===== config.mk =====
export PLATFORM = sky130hd
export DESIGN_NAME = uart_rx
export DESIGN_NICKNAME = d
export VERILOG_FILES = /design/src/rtl/uart_rx.sv
export SDC_FILE = /design/constraint.sdc
export NUM_CORES = 1
export LEC_CHECK = 0
export ABC_CLOCK_PERIOD_IN_PS = 4500
export CAP_MARGIN = 30
export CELL_PAD_IN_SITES_DETAIL_PLACEMENT = 2
export CELL_PAD_IN_SITES_GLOBAL_PLACEMENT = 2
export CORE_UTILIZATION = 39
export CTS_BUF_LIST = sky130_fd_sc_hd__clkbuf_8
export CTS_CLUSTER_DIAMETER = 100
export CTS_CLUSTER_SIZE = 20
export DETAILED_ROUTE_END_ITERATION = 10
export GPL_ROUTABILITY_DRIVEN = 0
export PLACE_DENSITY = 0.87
export SLEW_MARGIN = 20
export SYNTH_ARGS = -nofsm -noshare
export SYNTH_HDL_FRONTEND = slang
export SYNTH_SLANG_ARGS = --single-unit

===== constraint.sdc =====
create_clock -name clk -period 4.5 [get_ports clk]
set_input_delay 0.9 -clock clk [delete_from_list [all_inputs] [get_ports clk]]
set_output_delay 0.9 -clock clk [all_outputs]
set_load 0.05 [all_outputs]

===== src/rtl/uart_rx.sv =====
// uart_rx: 8N1 UART receiver, 16x oversampled, 3-tap majority vote, valid/ack byte output.
// Define UART_RX_BREAK_DET_EN to add the brk output for all-zero frames with a low stop bit.
module uart_rx #(
  parameter int OVERSAMPLE = 16,
  parameter int DATA_BITS  = 8,
  parameter bit MSB_FIRST  = 1'b1
) (
  input  logic                 clk,
  input  logic                 rst,
  input  logic                 os_pulse,
  input  logic                 rx,
  input  logic                 rx_ack,
  output logic [DATA_BITS-1:0] rx_data,
  output logic                 rx_valid,
  output logic                 frame_err,
  output logic                 overrun,
`ifdef UART_RX_BREAK_DET_EN
  output logic                 brk,
`endif
  output logic                 busy
);

  localparam int TW = $clog2(OVERSAMPLE);
  localparam int BW = $clog2(DATA_BITS + 1);
  localparam logic [TW-1:0] TICK_MID  = TW'(OVERSAMPLE / 2 - 1);
  localparam logic [TW-1:0] TICK_LAST = TW'(OVERSAMPLE - 1);
  localparam logic [BW-1:0] BIT_LAST  = BW'(DATA_BITS - 1);

  typedef enum logic [2:0] {
    IDLE,
    START,
    DATA,
    STOP,
    WAIT_IDLE
  } state_t;

  logic [1:0]           sync_q;
  logic                 rx_s;
  logic [2:0]           vote_q;
  logic                 vote;
  state_t               state_q, state_d;
  logic [TW-1:0]        tick_q, tick_d;
  logic [BW-1:0]        bit_q, bit_d;
  logic [DATA_BITS-1:0] shreg_q, shreg_d;
  logic                 stop_tick, deliver, bad_stop, ferr_d;
`ifdef UART_RX_BREAK_DET_EN
  logic                 brk_d;
`endif

  assign rx_s = sync_q[1];
  assign vote = (vote_q[0] & vote_q[1]) | (vote_q[0] & vote_q[2]) | (vote_q[1] & vote_q[2]);

  // State register plus synchronizer, vote taps and the output handshake registers.
  always_ff @(posedge clk) begin
    // NOTE: sequential state uses non-blocking assignments so every register samples pre-edge values.
    if (rst) begin
      sync_q    <= 2'b11;
      vote_q    <= 3'b111;
      state_q   <= IDLE;
      tick_q    <= '0;
      bit_q     <= '0;
      shreg_q   <= '0;
      rx_data   <= '0;
      rx_valid  <= 1'b0;
      frame_err <= 1'b0;
      overrun   <= 1'b0;
`ifdef UART_RX_BREAK_DET_EN
      brk       <= 1'b0;
`endif
    end else begin
      sync_q  <= {sync_q[0], rx};
      if (os_pulse) vote_q <= {vote_q[1:0], rx_s};
      state_q <= state_d;
      tick_q  <= tick_d;
      bit_q   <= bit_d;
      shreg_q <= shreg_d;

      frame_err <= ferr_d;
`ifdef UART_RX_BREAK_DET_EN
      brk       <= brk_d;
`endif
      // A coincident ack frees the holding register, so the new byte is not an overrun.
      overrun <= deliver & rx_valid & ~rx_ack;
      if (deliver && (!rx_valid || rx_ack)) begin
        rx_data  <= shreg_q;
        rx_valid <= 1'b1;
      end else if (rx_ack) begin
        rx_valid <= 1'b0;
      end
    end
  end

  // Next-state logic: everything advances only on an oversample tick.
  always_comb begin
    // NOTE: default every combinational output first so no path leaves a latch behind.
    state_d = state_q;
    tick_d  = tick_q;
    bit_d   = bit_q;
    shreg_d = shreg_q;
    if (os_pulse) begin
      unique case (state_q)
        IDLE: begin
          if (!rx_s) begin
            state_d = START;
            tick_d  = '0;
          end
        end
        START: begin
          if (tick_q == TICK_MID) begin
            if (vote) begin
              state_d = IDLE;
            end else begin
              state_d = DATA;
              tick_d  = '0;
              bit_d   = '0;
            end
          end else begin
            tick_d = tick_q + TW'(1);
          end
        end
        DATA: begin
          if (tick_q == TICK_LAST) begin
            shreg_d = MSB_FIRST ? {shreg_q[DATA_BITS-2:0], vote}
                                : {vote, shreg_q[DATA_BITS-1:1]};
            bit_d   = bit_q + BW'(1);
            tick_d  = '0;
            if (bit_q == BIT_LAST) state_d = STOP;
          end else begin
            tick_d = tick_q + TW'(1);
          end
        end
        STOP: begin
          if (tick_q == TICK_LAST) begin
            state_d = vote ? IDLE : WAIT_IDLE;
            tick_d  = '0;
          end else begin
            tick_d = tick_q + TW'(1);
          end
        end
        WAIT_IDLE: begin
          // Hold here until the line is seen high so a stuck-low line cannot retrigger.
          if (vote) state_d = IDLE;
        end
        default: state_d = IDLE;
      endcase
    end
  end

  // Output decode of the stop-bit decision tick.
  always_comb begin
    stop_tick = os_pulse && (state_q == STOP) && (tick_q == TICK_LAST);
    deliver   = stop_tick && vote;
    bad_stop  = stop_tick && !vote;
    busy      = (state_q != IDLE);
`ifdef UART_RX_BREAK_DET_EN
    brk_d     = bad_stop && (shreg_q == '0);
    ferr_d    = bad_stop && !brk_d;
`else
    ferr_d    = bad_stop;
`endif
  end

endmodule


==> summary.txt <==
Drt
  • WL final: 3.92 mm
  • Residual DRC count: 0
  • Routed len/inst: about 17 µm
  • DRT antenna net count: 0
  • Vias per cell: 5.65
  • Routed via count: about 1.3k
  • 1st-iter DRT viols: between 60 and 70
  • 1st-pass router iterations: 4

Die
  • Die H: 65.8 µm
  • DIE WIDTH: 65.8 µm
  • IO Count: 17
  • Starting Density: 42.0%
  • Core Region: 0.00377 mm²
  • Die area: 0.00432 mm²
  • Core Rows: 22

Layout
  • Antenna cells: 0
  • Share of cells above drive strength 1: between 10 and 15%
  • Area Growth Syn to Fin: 16.3%
  • Post-route cell area: around 0.0018 mm²
  • Final nets: 184

CTS
  • Root Buffer: clkbuf_8
  • Htree depth: 2
  • Post_cts resized: 0
  • CTS tree: built
  • Maximum clock insertion buffer count: 2
  • CTS clk-pin slew, worst paths: 70 ps
  • CTS Buf Count: 5
  • # hold bufs at CTS: 0
  • Clock sink count: 35
  • Clk_lat worst skew: 290 ps
  • Post-CTS setup buffer count: 0

Setup path
  • WP data arrival: 1930 ps
  • Worst R2R Start: tick_q[0]$_SDFFE_PP0P_
  • Cell chain of the critical path: or3_2 -> clkdlybuf4s50_1
  • Crit path from: state_q[2]$_SDFFE_PP0P_
  • Max incr delay on CP: 710 ps
  • Crit. End Element: primary output
  • Crit path launch type: register
  • Crit path kind: reg -> out
  • Critical Path RT: 3600 ps
  • CP Max Fanout: 9
  • Slowest stage cell, crit path: clkdlybuf4s50_1

Global routing
  • Total GRT Usage: 21.3%
  • Largest net degree at the start of global routing: 23
  • Vias in the first global route: between 1k and 1.5k
  • First-pass GRT wire length: 6.61 mm
  • Gr ovfl total: 0
  • Initial antenna violation count: 0

Pwr
  • Internal: 0.000427 W
  • Sw frac: 23.3%
  • VDD IR max: 0.146 mV
  • P_sw: 0.000130 W
  • Sequential power share: between 50% and 60%
  • Clock power frac: 39.2%
  • Leak Pwr: roughly 0.73 nW
  • Combinational share of power: under 10%
  • Pwr per Cell Area: 302 mW/mm²

STA
  • Final worst slack: 1670 ps
  • Slew Limit Fails: 0
  • Fmax achieved: 354 MHz
  • Slew @ Worst Pin: around 890 ps
  • Final hold viol count: 0
  • Tcrit/Tclk final: a little over three fifths
  • Final setup vio count: 0
  • Fin crit period: 2830 ps
  • RSZ-0062 raised after global routing: no
  • Clock Skew: 3.87 ps
  • Slew HR: 40.4%
  • Setup TNS: 0 ps

Outcome
  • Status: finished clean

Yosys
  • Synth unique cells: 46
  • Yosys top cell area share: 44.2%
  • Post-synthesis instance area: 0.00159 mm²
  • Area leader, netlist: dfxtp_1
  • Top cells by area, synth: dfxtp_1 44%, mux2i_1 12%, nor2_1 4.5%
  • Async set or reset register ratio after synthesis: 0%
  • Post-synthesis average cell area: 9.79 µm²
  • Post-synth top flop: dfxtp_1
  • Syn Inst Count: roughly 160
  • Post-synthesis sequential area ratio: 44.2%
  • Synth warn: 0
  • EDFF count, synth: 0
  • FF+latch count, synth: 35
  • Synth Net Count: roughly 170

Placed design
  • HPWL Detailed: 2.79 mm
  • Cell area after placement: 0.00176 mm²
  • Port bufs: 16
  • Setup Slack @ Placement: around 1500 ps

Worst hold path
  • Worst Hold Class: reg -> reg
  • Worst Min Path Start: sync_q[0]$_SDFF_PP1_

Flow run
  • Maxcap violations: 0
==> layout by cell type (no fill, tap or decap), drive strengths merged, types with 3 or more instances in the layout <==
cell type,Yosys,routed
clkdlybuf4s50,0,16
a21oi,4,4
clkbuf,3,5
nor4,4,4
o21ai,6,6
dfxtp,35,35
nand3,4,4
mux2i,19,19
nand2b,6,6
nor2,19,19
inv,6,7
or2,3,3
nor3,5,5
nand2,9,9
==> synthesized netlist by cell type (3+ instances only) <==
cell type / n
clkbuf_1: 3
nand3_1: 4
o21ai_1: 3
nand2b_1: 5
nand2_1: 9
a21oi_1: 4
nor2_1: 19
o21ai_0: 3
dfxtp_1: 35
mux2i_1: 19
inv_1: 6
nor4_1: 3
nor3_1: 5
==> power groups by stage <==
stage	logic, W	registers, W	clock network (W)
floorplan	0.0000185	0.000319	0
global placement	0.0000242	0.000320	0
detailed placement	0.0000252	0.000320	0
CTS	0.0000254	0.000313	0.000228
global route	0.0000275	0.000313	0.000241
finish	0.0000253	0.000313	0.000218
==> logic make-up (layout without fill, tap and decap cells) <==
family	count (synthesis)	in the layout	synth area share, %
AO/OA/AOI/OAI	27	27	13.2
adder cells (fa/ha/maj)	3	3	2.29
buffers and inverters	15	31	4.89
flip-flops	35	35	44.2
XOR/XNOR	1	1	1.03
AND/OR/NAND/NOR	61	61	21.7
multiplexers	20	20	12.7
==> critical path, delay by kind of cell, from the launching register on <==
kind / cells / cell delay, ps
and+or+nand+nor: 1 / 520
buffers and inverters: 1 / 710
DFF: 1 / 410
==> through the flow <==
stage | util, % | total power (W) | cells | hold slack (ps)
after floorplan | - | 0.000337 | 162 | 389
after global placement | 46.6 | 0.000344 | 218 | 396
after detailed placement | 46.6 | 0.000345 | 218 | 417
after CTS | 48.9 | 0.000566 | 226 | 434
after global routing | 48.9 | 0.000581 | 226 | 447
final | 48.9 | 0.000556 | 226 | 431
==> registers in the layout, summed over array words and instances (netlist names) <==
name       cells
tick_q         4
rx_data        8
overrun        1
frame_err      1
bit_q          4
state_q        3
shreg_q        8
vote_q         3
rx_valid       1
sync_q         2
==> per-layer routing <==
metal	vias up	track usage, %	routed length [µm]
met5	-	0	0
met4	0	9.78	85
met3	8	5.90	115
met2	19	35.1	1950
met1	638	25.5	1760
li1	612	-	-
==> path summary, 6_finish.rpt <==
check | slack, ps | depth (start not counted) | endpoint
max | 1670 | 2 | busy
min | 430 | 1 | sync_q[1]$_SDFF_PP1_
max reg2reg | 2350 | 5 | shreg_q[4]$_SDFFE_PP0P_
min reg2reg | 430 | 1 | sync_q[1]$_SDFF_PP1_
==> final cells by class <==
cell class | instances | area [µm²]
tap | 48 | 60.1
sequential | 35 | 701
multi-input combinational | 112 | 807
clock inverter | 3 | 16.3
timing repair buffer | 17 | 168
clock buffer | 5 | 68.8
inverter | 6 | 22.5
fill | 402 | 1930
(Power assumes the default switching activity.)
